<file path="config.mk">
export PLATFORM = sky130hd
export DESIGN_NAME = tmp_dig_seq
export DESIGN_NICKNAME = d
export VERILOG_FILES = /design/src/rtl/tmp_dig_seq.sv
export SDC_FILE = /design/constraint.sdc
export NUM_CORES = 1
export LEC_CHECK = 0
export CORE_ASPECT_RATIO = 0.9
export CORE_MARGIN = 5
export CORE_UTILIZATION = 45
export DETAILED_ROUTE_END_ITERATION = 8
export PLACE_DENSITY = 0.68
export SLEW_MARGIN = 30
export SYNTH_ARGS = -nofsm -noshare
export SYNTH_HDL_FRONTEND = slang
export SYNTH_SLANG_ARGS = --single-unit
export TNS_END_PERCENT = 30
</file>
<file path="constraint.sdc">
create_clock -name clk -period 2.8 [get_ports clk]
set_input_delay 0.56 -clock clk [delete_from_list [all_inputs] [get_ports clk]]
set_output_delay 0.56 -clock clk [all_outputs]
set_load 0.05 [all_outputs]
</file>
<file path="src/rtl/tmp_dig_seq.sv">
// Temperature-sensor digital sequencer: precharge, diode / big-diode switching phases,
// comparator-driven current feedback and per-channel result accumulation.
//
// state      | meaning
// IDLE       | waiting for start with a non-empty channel mask
// PRECHG     | precharge, PRE_CYC cycles, bias enabled
// BLANK_D    | one-cycle non-overlap gap before DIODE
// DIODE      | PII1 phase, PII2 inside the non-overlap window
// BLANK_B    | one-cycle non-overlap gap before BIGDIODE
// BIGDIODE   | PI1 phase, PI2 inside the window, comparator sampled on last cycle
// OUTPUT     | one-cycle result strobe, then next channel or IDLE
module tmp_dig_seq #(
   parameter int NCH       = 4,
   parameter int NCYC      = 16,
   parameter int PRE_CYC   = 15,
   parameter int DIODE_CYC = 8,
   parameter int BIG_CYC   = 8,
   localparam int RW = $clog2(NCYC + 1),
   localparam int IW = (NCH > 1) ? $clog2(NCH) : 1
) (
   input  logic           clk,
   input  logic           reset_n,
   input  logic           start,
   input  logic [NCH-1:0] ch_mask,
   input  logic           cmp,
   output logic           PI1,
   output logic           PI2,
   output logic           PII1,
   output logic           PII2,
   output logic           preChrg,
   output logic           setupBias,
   output logic           cmp_p1,
   output logic           cmp_p2,
   output logic           src_n,
   output logic           snk,
   output logic [NCH-1:0] ch_sel,
   output logic           busy,
   output logic           valid,
   output logic [RW-1:0]  result,
   output logic [IW-1:0]  result_ch
);

   localparam int MAXC = (PRE_CYC > DIODE_CYC) ?
                         ((PRE_CYC > BIG_CYC) ? PRE_CYC : BIG_CYC) :
                         ((DIODE_CYC > BIG_CYC) ? DIODE_CYC : BIG_CYC);
   localparam int PW = $clog2(MAXC + 1);

   typedef enum logic [2:0] {
      S_IDLE, S_PRECHG, S_BLANK_D, S_DIODE, S_BLANK_B, S_BIGDIODE, S_OUTPUT
   } state_t;

   state_t         state_q, state_d;
   logic [PW-1:0]  cnt_q, cnt_d;
   logic [RW-1:0]  k_q, k_d, acc_q, acc_d, result_q, result_d;
   logic [NCH-1:0] mask_q, mask_d, ch_sel_q, ch_sel_d;
   logic [IW-1:0]  ch_idx_q, ch_idx_d, result_ch_q, result_ch_d;
   logic           pi1_q, pi1_d, pi2_q, pi2_d, pii1_q, pii1_d, pii2_q, pii2_d;
   logic           pre_chrg_q, pre_chrg_d, setup_bias_q, setup_bias_d;
   logic           cmp_p1_q, cmp_p1_d, cmp_p2_q, cmp_p2_d;
   logic           src_n_q, src_n_d, snk_q, snk_d;
   logic           busy_q, busy_d, valid_q, valid_d;
   logic           nxt_found;
   logic [IW-1:0]  nxt_idx;

   always_comb begin
      // Lowest enabled channel above the active one; from PRECHG any enabled channel qualifies.
      nxt_found = 1'b0;
      nxt_idx   = '0;
      for (int j = NCH - 1; j >= 0; j--) begin
         if (mask_q[j] && (state_q == S_PRECHG || j > int'(ch_idx_q))) begin
            nxt_found = 1'b1;
            nxt_idx   = IW'(j);
         end
      end

      state_d      = state_q;
      cnt_d        = cnt_q;
      k_d          = k_q;
      acc_d        = acc_q;
      mask_d       = mask_q;
      ch_idx_d     = ch_idx_q;
      ch_sel_d     = ch_sel_q;
      setup_bias_d = setup_bias_q;
      cmp_p1_d     = cmp_p1_q;
      cmp_p2_d     = cmp_p2_q;
      src_n_d      = src_n_q;
      snk_d        = snk_q;
      result_d     = result_q;
      result_ch_d  = result_ch_q;
      valid_d      = 1'b0;

      case (state_q)
         S_IDLE: begin
            if (start && (|ch_mask)) begin
               mask_d  = ch_mask;
               state_d = S_PRECHG;
               cnt_d   = PW'(1);
            end
         end
         S_PRECHG: begin
            if (cnt_q == PW'(PRE_CYC)) begin
               state_d  = S_BLANK_D;
               ch_idx_d = nxt_idx;
               ch_sel_d = NCH'(1) << nxt_idx;
               k_d      = '0;
               acc_d    = '0;
            end else begin
               cnt_d = cnt_q + PW'(1);
            end
         end
         S_BLANK_D: begin
            state_d = S_DIODE;
            cnt_d   = PW'(1);
         end
         S_DIODE: begin
            if (cnt_q == PW'(DIODE_CYC)) state_d = S_BLANK_B;
            else                         cnt_d   = cnt_q + PW'(1);
         end
         S_BLANK_B: begin
            state_d = S_BIGDIODE;
            cnt_d   = PW'(1);
         end
         S_BIGDIODE: begin
            if (cnt_q == PW'(BIG_CYC)) begin
               k_d     = k_q + RW'(1);
               src_n_d = cmp;
               snk_d   = ~cmp;
               if (cmp && acc_q < RW'(NCYC)) acc_d = acc_q + RW'(1);
               state_d = (k_q == RW'(NCYC - 1)) ? S_OUTPUT : S_BLANK_D;
            end else begin
               cnt_d = cnt_q + PW'(1);
            end
         end
         S_OUTPUT: begin
            if (nxt_found) begin
               state_d  = S_BLANK_D;
               ch_idx_d = nxt_idx;
               ch_sel_d = NCH'(1) << nxt_idx;
               k_d      = '0;
               acc_d    = '0;
            end else begin
               state_d  = S_IDLE;
               ch_sel_d = '0;
            end
         end
         default: state_d = S_IDLE;
      endcase

      // Registered outputs are decoded from the state being entered.
      pre_chrg_d = (state_d == S_PRECHG);
      if (state_d == S_PRECHG) setup_bias_d = 1'b1;
      pii1_d = (state_d == S_DIODE);
      pii2_d = (state_d == S_DIODE) && (cnt_d >= PW'(2)) && (cnt_d <= PW'(DIODE_CYC - 1));
      pi1_d  = (state_d == S_BIGDIODE);
      pi2_d  = (state_d == S_BIGDIODE) && (cnt_d >= PW'(2)) && (cnt_d <= PW'(BIG_CYC - 1));
      if (state_q == S_DIODE && state_d != S_DIODE) begin
         cmp_p1_d = ~cmp_p1_q;
         cmp_p2_d = cmp_p1_q;
      end
      busy_d = (state_d != S_IDLE);
      if (state_d == S_OUTPUT) begin
         valid_d     = 1'b1;
         result_d    = acc_d;
         result_ch_d = ch_idx_d;
         src_n_d     = 1'b0;
         snk_d       = 1'b0;
      end
   end

   always_ff @(posedge clk) begin
      if (!reset_n) begin
         state_q      <= S_IDLE;
         cnt_q        <= '0;
         k_q          <= '0;
         acc_q        <= '0;
         mask_q       <= '0;
         ch_idx_q     <= '0;
         ch_sel_q     <= '0;
         pi1_q        <= 1'b0;
         pi2_q        <= 1'b0;
         pii1_q       <= 1'b0;
         pii2_q       <= 1'b0;
         pre_chrg_q   <= 1'b0;
         setup_bias_q <= 1'b0;
         cmp_p1_q     <= 1'b1;
         cmp_p2_q     <= 1'b0;
         src_n_q      <= 1'b0;
         snk_q        <= 1'b0;
         busy_q       <= 1'b0;
         valid_q      <= 1'b0;
         result_q     <= '0;
         result_ch_q  <= '0;
      end else begin
         state_q      <= state_d;
         cnt_q        <= cnt_d;
         k_q          <= k_d;
         acc_q        <= acc_d;
         mask_q       <= mask_d;
         ch_idx_q     <= ch_idx_d;
         ch_sel_q     <= ch_sel_d;
         pi1_q        <= pi1_d;
         pi2_q        <= pi2_d;
         pii1_q       <= pii1_d;
         pii2_q       <= pii2_d;
         pre_chrg_q   <= pre_chrg_d;
         setup_bias_q <= setup_bias_d;
         cmp_p1_q     <= cmp_p1_d;
         cmp_p2_q     <= cmp_p2_d;
         src_n_q      <= src_n_d;
         snk_q        <= snk_d;
         busy_q       <= busy_d;
         valid_q      <= valid_d;
         result_q     <= result_d;
         result_ch_q  <= result_ch_d;
      end
   end

   assign PI1       = pi1_q;
   assign PI2       = pi2_q;
   assign PII1      = pii1_q;
   assign PII2      = pii2_q;
   assign preChrg   = pre_chrg_q;
   assign setupBias = setup_bias_q;
   assign cmp_p1    = cmp_p1_q;
   assign cmp_p2    = cmp_p2_q;
   assign src_n     = src_n_q;
   assign snk       = snk_q;
   assign ch_sel    = ch_sel_q;
   assign busy      = busy_q;
   assign valid     = valid_q;
   assign result    = result_q;
   assign result_ch = result_ch_q;

endmodule

</file>
==> run_results.csv <==
group,metric,value,unit
yosys,yosys_register_bits,46,
yosys,synth_cell_types,59,
layout,multi_input_area,1260,µm²
yosys,syn-num-nets,272,
sta,setup_violations,0,
clock_tree,cts_root_buffer,"clkbuf_8",
floorplan,coreArea,4860,µm²
critical_path,cp.required,2.99,ns
sta,max_freq,0.411,GHz
placement,postPlaceCellArea,2670,µm²
routing,vias,1986,
layout,regArea,921,µm²
yosys,avgSynthCellArea,8.78,µm²
critical_path,path_max_fanout,6,
critical_path,crit_type,"in -> reg",
run_status,status,"completed",
placement,routabilityCongestion,0.839,
placement,place_ws,0.0646,ns
clock_tree,htreeDepth,2,
routing,drc,0,
yosys,ys_warn_count,0,
sta,period_share,86.9,%
clock_tree,ctsHoldBuffers,0,
yosys,synth_top_flop_cell,"dfxtp_1",
global_routing,grt_pass1_vias,1843,
sta,fin_tns_setup,0,ns
sta,rsz0062_at_grt,"no",
routing,drt_iter0_drc,204,
global_routing,antenna_found_initial,0,
floorplan,row_count,24,
critical_path,crit_path_start_kind,"primary input",
floorplan,die_y,77.4,µm
clock_tree,cts_made_buffers,5,
global_routing,grt_start_max_net_pins,19,
global_routing,grtUsageTotal,16.5,%
floorplan,io_pins,31,
critical_path,end_kind,"flop",
sta,tightest_slew,0.611,ns
clock_tree,cts_post_setup_buffers_inserted,0,
layout,finalInstanceArea,2740,µm²
clock_tree,worstSkewPairLatency,0.30,ns
routing,drt_pass1_iterations,4,
yosys,syn_area,2270,µm²
sta,fin_worst_skew,0.00571,ns
power_and_ir_drop,powerDensity,428,nW/µm²
sta,slew_headroom,59.2,%
routing,viasPerCell,5.56,
floorplan,die-area,6580,µm²
placement,io_buffers,30,
power_and_ir_drop,peakVddDrop,0.268,mV
sta,finalHoldViolCount,0,
placement,dp_hpwl,3850,µm
layout,fill_cells,467,
yosys,async_flop_share,0,%
routing,wl_per_cell,14.7,µm
sta,drv_slew,0,
yosys,ys_seq_area_share,40.5,%
clock_tree,cts.reportedPaths.clkPinSlew,0.08,ns
global_routing,grt_overflow,0,
global_routing,grt_pass1_wl,8890,µm
routing,wl,5240,µm
layout,nets,305,
yosys,synth_cells,259,
sta,period_needed,2.43,ns
layout,antennaDiodeCount,0,
floorplan,initial_core_util,46.7,%
power_and_ir_drop,p_leak,0.00103,µW
yosys,synth-edff-count,0,
floorplan,die_width,84.9,µm
sta,fin_ws,0.367,ns
clock_tree,postCtsResizedCells,0,
clock_tree,cts_tree,"done",
clock_tree,clk_path_buf_depth,2,
run,drv_cap,0,
critical_path,crit_arrival,2.62,ns
routing,ant_nets,0,
worst_hold_path,holdCritPathClass,"reg -> reg",
layout,area_growth,20.6,%
clock_tree,clock_sinks,46,
layout,drive_above_1_share,8.56,%
-- registers in the layout, indices dropped and copies added (netlist names), 2 cells and up --
name       flops
ch_sel         4
k_q            5
acc_q          5
ch_idx_q       2
result         5
mask_q         4
state_q        3
cnt_q          4
result_ch      2
-- through the flow --
stage	utilization, %	hold WS, ns	total power, µW	instances
floorplan	-	0.432	762	259
global placement	54.8	0.441	805	350
detailed placement	54.8	0.441	806	350
CTS	56.4	0.461	1180	357
global route	56.4	0.487	1220	357
finish	56.4	0.456	1170	357
-- area by class of cell --
cell class | count | area share [%]
Multi-Input combinational cell | 191 | 45.8
Tap cell | 65 | 2.97
Sequential cell | 46 | 33.6
Timing Repair Buffer | 37 | 13.3
Inverter | 11 | 1.51
Clock buffer | 7 | 2.78
-- cells in the mapped netlist (3+ instances only) --
master,instances,area (µm²)
dfxtp_1,46,921
nand2_1,28,105
nor2_1,19,71.3
a21oi_1,18,90.1
nand3_1,12,60.1
inv_1,11,41.3
and2_1,8,50.1
nor3_1,8,40.0
and3_1,6,37.5
clkbuf_1,6,22.5
o21ai_0,6,30.0
a22oi_1,5,37.5
ha_1,5,62.6
a21o_1,4,30.0
buf_2,4,20.0
nand3b_1,4,30.0
a31oi_1,3,18.8
mux2_4,3,45.0
mux2i_1,3,30.0
nor2b_1,3,18.8
o211ai_1,3,22.5
o221ai_1,3,26.3
-- power breakdown --
group          leakage, µW  switching, µW  internal [µW]
clock network    0.0000383            210            172
registers         0.000373           11.8            665
logic             0.000621           68.8           45.6
-- final timing paths --
| path | endpoint | start | depth (start not counted) | slack (ns) |
|---|---|---|---|---|
| hold / removal | setupBias$_SDFFE_PN0P_ | setupBias$_SDFFE_PN0P_ | 2 | 0.46 |
| setup / recovery | result[0]$_SDFFE_PN0N_ | ch_mask[3] | 7 | 0.37 |
| hold reg to reg | setupBias$_SDFFE_PN0P_ | setupBias$_SDFFE_PN0P_ | 2 | 0.46 |
| setup reg to reg | result[0]$_SDFFE_PN0N_ | state_q[0]$_SDFF_PN0_ | 6 | 0.39 |
-- layer usage --
| layer | share of wire [%] | track usage [%] | vias to the layer above |
|---|---|---|---|
| li1 | - | - | 1024 |
| met1 | 50 | 23.2 | 917 |
| met2 | 44 | 25.0 | 38 |
| met3 | 4.9 | 3.92 | 7 |
| met4 | 1.2 | 5.22 | 0 |
| met5 | 0 | 0 | - |
-- worst max-delay path, stage by stage --
cell             delay (ns)
clkdlybuf4s50_1        0.44
o41ai_1                0.49
nand2_1                0.12
and4_1                 0.31
a211oi_4               0.23
buf_12                 0.16
mux2_4                 0.29
-- cells by family (layout without fill, tap and decap cells) --
kind of cell,count (synthesis),after routing,share of synthesized area (%)
and+or+nand+nor,104,104,24.5
AOI/OAI and AO/OA,73,73,23.5
DFF,46,46,40.5
buffers and inverters,22,55,4.18
muxes,7,7,3.80
adders and majority gates,5,5,2.75
xor gates and xnor gates,2,2,0.771
-- placed cells by master (no fill, tap or decap), types with 6 or more instances in the layout --
cell type,n
dfxtp_1,46
clkdlybuf4s50_1,30
nor2_1,19
a21oi_1,18
o21ai_0,6
inv_1,11
nand3_1,12
nor3_1,8
nand2_1,28
buf_4,6
and3_1,6
and2_1,8
Note: power is estimated with default switching activity, not from simulation.
